`config.mk`:
```
export PLATFORM = sky130hd
export DESIGN_NAME = hazard_ctrl
export DESIGN_NICKNAME = d
export VERILOG_FILES = /design/src/rtl/hazard_ctrl.sv
export SDC_FILE = /design/constraint.sdc
export NUM_CORES = 1
export LEC_CHECK = 0
export BUFFER_PORTS_ARGS = -buffer_cell sky130_fd_sc_hd__clkbuf_2
export CAP_MARGIN = 15
export CELL_PAD_IN_SITES_DETAIL_PLACEMENT = 1
export CELL_PAD_IN_SITES_GLOBAL_PLACEMENT = 1
export CORE_MARGIN = 10
export CORE_UTILIZATION = 21
export DETAILED_ROUTE_END_ITERATION = 8
export PLACE_DENSITY_LB_ADDON = 0.1
export SYNTH_ARGS = -nofsm -noshare
export SYNTH_HDL_FRONTEND = slang
export SYNTH_SLANG_ARGS = --single-unit
```
`constraint.sdc`:
```
create_clock -name clk -period 1.25 [get_ports clk]
set_input_delay 0.25 -clock clk [delete_from_list [all_inputs] [get_ports clk]]
set_output_delay 0.25 -clock clk [all_outputs]
set_load 0.02 [all_outputs]
```
`src/rtl/hazard_ctrl.sv`:
```
// Pipeline stall/flush sequencer: merges load-use, EX redirect and bus-busy hazards
// into per-stage F/D/E/M/W controls. Optional perf counters under HAZARD_CTRL_PERF_EN.
module hazard_ctrl #(
  parameter int CNT_W = 64
) (
  input  logic             clk,
  input  logic             reset_n,
  input  logic             load_stall,
  input  logic             ex_redirect,
  input  logic             i_busy,
  input  logic             d_busy,
  output logic             stall_f,
  output logic             stall_d,
  output logic             stall_e,
  output logic             stall_m,
  output logic             flush_d,
  output logic             flush_e,
  output logic             flush_w,
  output logic             redirect_ok,
  output logic [CNT_W-1:0] stall_cycles,
  output logic [CNT_W-1:0] bubble_cnt,
  output logic [CNT_W-1:0] redirect_cnt
);

  localparam logic [0:0] RUN     = 1'b0;
  localparam logic [0:0] DISCARD = 1'b1;

  logic [0:0] state_q, state_d;

  logic stall_f_c, stall_d_c, stall_e_c, stall_m_c;
  logic flush_d_c, flush_e_c, flush_w_c, redirect_ok_c;
  logic bubble_c;

  always_comb begin
    state_d       = state_q;
    stall_f_c     = 1'b0;
    stall_d_c     = 1'b0;
    stall_e_c     = 1'b0;
    stall_m_c     = 1'b0;
    flush_d_c     = 1'b0;
    flush_e_c     = 1'b0;
    flush_w_c     = 1'b0;
    redirect_ok_c = 1'b0;
    bubble_c      = 1'b0;
    if (d_busy) begin
      // E is frozen, so a pending redirect is simply seen again once M drains
      stall_f_c = 1'b1;
      stall_d_c = 1'b1;
      stall_e_c = 1'b1;
      stall_m_c = 1'b1;
      flush_w_c = 1'b1;
    end else if (ex_redirect) begin
      redirect_ok_c = 1'b1;
      flush_d_c     = 1'b1;
      flush_e_c     = 1'b1;
      if (i_busy) begin
        state_d   = DISCARD;
        stall_f_c = 1'b1;
      end else begin
        state_d   = RUN;
      end
    end else if (state_q == DISCARD) begin
      flush_d_c = 1'b1;
      if (i_busy) begin
        stall_f_c = 1'b1;
      end else begin
        state_d   = RUN;
      end
    end else if (load_stall) begin
      stall_f_c = 1'b1;
      stall_d_c = 1'b1;
      flush_e_c = 1'b1;
      bubble_c  = 1'b1;
    end else if (i_busy) begin
      stall_f_c = 1'b1;
      flush_d_c = 1'b1;
    end
  end

  // While in reset the pipeline sees bubbles in D and E and nothing else
  assign stall_f     = reset_n & stall_f_c;
  assign stall_d     = reset_n & stall_d_c;
  assign stall_e     = reset_n & stall_e_c;
  assign stall_m     = reset_n & stall_m_c;
  assign flush_d     = ~reset_n | flush_d_c;
  assign flush_e     = ~reset_n | flush_e_c;
  assign flush_w     = reset_n & flush_w_c;
  assign redirect_ok = reset_n & redirect_ok_c;

  always_ff @(posedge clk or negedge reset_n) begin
    if (!reset_n) begin
      state_q <= RUN;
    end else begin
      state_q <= state_d;
    end
  end

`ifdef HAZARD_CTRL_PERF_EN
  logic [CNT_W-1:0] stall_cycles_q, stall_cycles_d;
  logic [CNT_W-1:0] bubble_cnt_q, bubble_cnt_d;
  logic [CNT_W-1:0] redirect_cnt_q, redirect_cnt_d;

  always_comb begin
    stall_cycles_d = stall_cycles_q + {{(CNT_W-1){1'b0}}, stall_f_c};
    bubble_cnt_d   = bubble_cnt_q   + {{(CNT_W-1){1'b0}}, bubble_c};
    redirect_cnt_d = redirect_cnt_q + {{(CNT_W-1){1'b0}}, redirect_ok_c};
  end

  always_ff @(posedge clk or negedge reset_n) begin
    if (!reset_n) begin
      stall_cycles_q <= '0;
      bubble_cnt_q   <= '0;
      redirect_cnt_q <= '0;
    end else begin
      stall_cycles_q <= stall_cycles_d;
      bubble_cnt_q   <= bubble_cnt_d;
      redirect_cnt_q <= redirect_cnt_d;
    end
  end

  assign stall_cycles = stall_cycles_q;
  assign bubble_cnt   = bubble_cnt_q;
  assign redirect_cnt = redirect_cnt_q;
`else
  logic unused_perf;
  assign unused_perf  = bubble_c;
  assign stall_cycles = '0;
  assign bubble_cnt   = '0;
  assign redirect_cnt = '0;
`endif

endmodule

```
[After elaboration in Yosys (flattened, before gate mapping)]
Cells that the tools add are included.
Word-level totals
  register bits: 1
  bits in latches: 0
  memory bits (writable): 0
  ROM bits: 0
  input port bits: 6
  output and inout port bits: 200
  word-level logic and storage cells: 28
  memories kept: 0
Cells by class
  $add $sub $neg: 0
  multiply operators: 0
  div/mod/pow operators: 0
  order comparisons: 0
  equality and inequality tests: 0
  shift-type cells: 0
  multiplexer cells: 20
  bitwise operators: 7
  reductions and logical operators: 0
Operators by type and width (number)
  $mux 1: 20
  $and 1x1->1: 4
  $or 1x1->1: 2
  $not 1->1: 1

[Depth between registers and ports, before layout]
  word-level depth: 6
  mapped depth: 3
  gate-level depth less buffers: 3

[Worst setup path after synthesis]
Ideal clock, no wire load.
  path kind: reg2out
  start point: reg state_q
  end point: out flush_e
  data arrival time: 975 ps
  required time: 1000 ps
  slack: 25 ps
  cell stages (with the launch flop): 4
  buffers on the path: 0
  path through: dfrtp_1 > inv_1 > a21oi_1 > o21ai_0
Between the ends
  longest elaborated chain between the ends: 4
RTL lines
  from (decl): line 28  | logic [0:0] state_q, state_d;
  from (signal assigned): line 94  | state_q <= state_d;
  $mux 1: line 62  | end else if (state_q == DISCARD) begin
  $mux 1: line 52  | end else if (ex_redirect) begin
  $mux 1: line 45  | if (d_busy) begin
  $or 1x1->1: line 86  | assign flush_e = ~reset_n | flush_e_c;
  to (decl): line 17  | output logic flush_e,
Every way passes these cells.

[Worst setup path after layout]
  start point: reg state_q
  end point: out stall_f
Between the ends
  longest elaborated chain between the ends: 4
RTL lines
  $mux 1: line 62
  $mux 1: line 52
  $mux 1: line 45
  $and 1x1->1: line 81  | assign stall_f = reset_n & stall_f_c;
  to (decl): line 12  | output logic stall_f,
Every way passes these cells.

==> flow_metrics.py <==
metrics = {
    "final_layout": {
        "reg.largest.list": "state_q: 1 flops",
        "final_nets": 229,
        "design_area_um2": 1020,
        "drive_above_1_share_pct": 6.33,
        "num_antenna_cells": 0,
        "top_register": "state_q",
        "area_delta_synth_final_pct": -35.1,
        "largest_reg_flops": 1,
    },
    "flow_run": {
        "maxCapViolations": 0,
    },
    "yosys": {
        "ys.flop_type": "dfrtp_1",
        "yosysSeqAreaShare_pct": 1.59,
        "yosysWarnings": 0,
        "yosys.cell_types.count": 13,
        "syn-instance-count": 211,
        "synth_seq_cells": 1,
        "synth.largest_area_cell": "buf_4",
        "async_flop_share_pct": 100,
        "synth_edf_count": 0,
        "synth_top_area_share_pct": 92.7,
        "synth_most_common_cell": "buf_4",
        "syn_area_per_cell_um2": 7.44,
        "syn_area_um2": 1570,
        "yosys-top-cells-count": "buf_4 (194), inv_1 (3), a21oi_1 (2), nor2_1 (2), o21ai_0 (2)",
        "synthTopCellsByArea": "buf_4 (93%), dfrtp_1 (1.6%), inv_1 (0.72%), a21oi_1 (0.64%), nor3_2 (0.64%)",
    },
    "die": {
        "die-area_um2": 11300,
        "start_util_pct": 21.6,
        "rows": 31,
        "die_y_um": 106,
        "ios": 206,
        "die_w_um": 106,
        "core_area_um2": 7250,
    },
    "timing": {
        "rsz0062_at_grt": "no",
        "maxSlewViolCount": 0,
        "setup_ws_ns": 0.0770,
        "clock.fmax_mhz": 853,
        "finClkSkew_ns": 0,
        "finalSetupTns_ns": 0,
        "min_period_ns": 1.17,
        "finalSetupViolations": 0,
        "hold_viol": 0,
        "post-route-period-util_pct": 93.8,
    },
    "critical_path": {
        "path_max_fanout": 3,
        "worst-endpoint-arrival_ns": 0.92,
        "setup.worst_path.class": "flop to primary output",
        "start_kind": "flop",
        "critPathCaptureType": "primary output",
        "crit_required_ns": 1.00,
        "r2r_setup_slack_ns": 0.59,
    },
    "clock_tree": {
        "post_cts_buffers": 0,
        "clk_latency_ns": 0,
        "clkTransAtPathRegs_ns": 0,
        "ctsResizeCount": 0,
        "cts_hold_buf": 0,
    },
    "power_and_ir_drop": {
        "p_per_area_nw_per_um2": 646,
        "ir_worst_vdd_uv": 107,
        "leakage_nw": 0.726,
        "p_total_mw": 0.659,
    },
    "placement": {
        "gp_congestion": 0.640,
        "place_ws_ns": 0.0783,
        "port_buffers": 13,
        "dpl.hpwl_mm": 3.52,
        "placedInstanceArea_um2": 1020,
    },
    "drt": {
        "drt-pass1-iter-count": 2,
        "met1_length_um": 874,
        "vias": 653,
        "wl_met2_mm": 1.86,
        "topRoutingLayerUsed": "met3",
        "dr_wl_met3_um": 841,
        "viasPerCell": 2.04,
        "initialDrtViolationCount": 23,
        "ant_nets": 0,
        "post_drt_wl_per_cell_um": 11.2,
        "drc": 0,
        "routed_wirelength_mm": 3.57,
    },
    "grt": {
        "grt_start_max_net_pins": 8,
        "grt_pass1_vias": 787,
        "grt_pass1_wl_mm": 4.61,
        "gr-total-overflow": 0,
        "antenna_found_initial": 0,
        "grt_use_total_pct": 4.85,
    },
    "min_path": {
        "hold_class": "input pin to asynchronous set/reset pin",
    },
    "status": {
        "run_status": "finished, final reports clean",
    },
}
-- critical path: stages, from the launching register on --
cell and delay [ns]:
dfrtp_1 0.38, nor3_2 0.22, o31a_1 0.15, clkbuf_2 0.17
-- path summary, 6_finish.rpt --
| path | depth (start not counted) | to | startpoint |
|---|---|---|---|
| min reg2reg | 2 | state_q | state_q |
| min | 1 | state_q | reset_n |
| max in group asynchronous | 1 | state_q | reset_n |
| min in group clk | 3 | state_q | i_busy |
| max reg2reg | 2 | state_q | state_q |
| max | 3 | stall_f | state_q |
-- placed cells by master (no fill, tap or decap), drive strengths merged --
master / n
and2: 1
clkbuf: 13
nand2b: 1
o31a: 1
a21oi: 2
dfrtp: 1
o21a: 1
conb: 192
nor3: 1
nor2: 2
inv: 3
a211oi: 1
o21ai: 2
-- layout make-up --
class	instances	area, um^2
Fill cell	999	6230
Inverter	3	11.3
Multi-Input combinational cell	204	795
Sequential cell	1	25.0
Tap cell	99	124
Timing Repair Buffer	13	65.1
-- through the flow --
step	hold slack, ns	utilization, %	cells
6_report	0.0744	14.1	320
5_1_grt	0.0826	14.1	320
4_1_cts	0.0776	14.1	320
3_5_place_dp	0.0772	14.1	320
3_3_place_gp	0.0780	14.1	320
2_1_floorplan	-0.0456	-	402
-- per-layer routing --
| layer | global-route usage [%] | vias to the layer above |
|---|---|---|
| met5 | 0 | - |
| met4 | 0 | 0 |
| met3 | 5.07 | 0 |
| met2 | 9.23 | 106 |
| met1 | 3.40 | 274 |
| li1 | - | 273 |
-- where the power goes --
group / leakage, nW / switching (mW) / internal (mW)
clock network: 0 / 0 / 0
registers: 0.0120 / 0.00338 / 0.0367
logic: 0.714 / 0.592 / 0.0264
-- cells by family after synthesis --
| group | count (synthesis) | share of synthesized area [%] |
|---|---|---|
| buffers and inverters | 197 | 93.5 |
| flip-flops | 1 | 1.59 |
| AND/OR/NAND/NOR | 5 | 1.91 |
| AO/OA/AOI/OAI | 7 | 2.79 |
| other | 1 | 0.239 |
No activity file was read; power rests on OpenSTA's default activity.
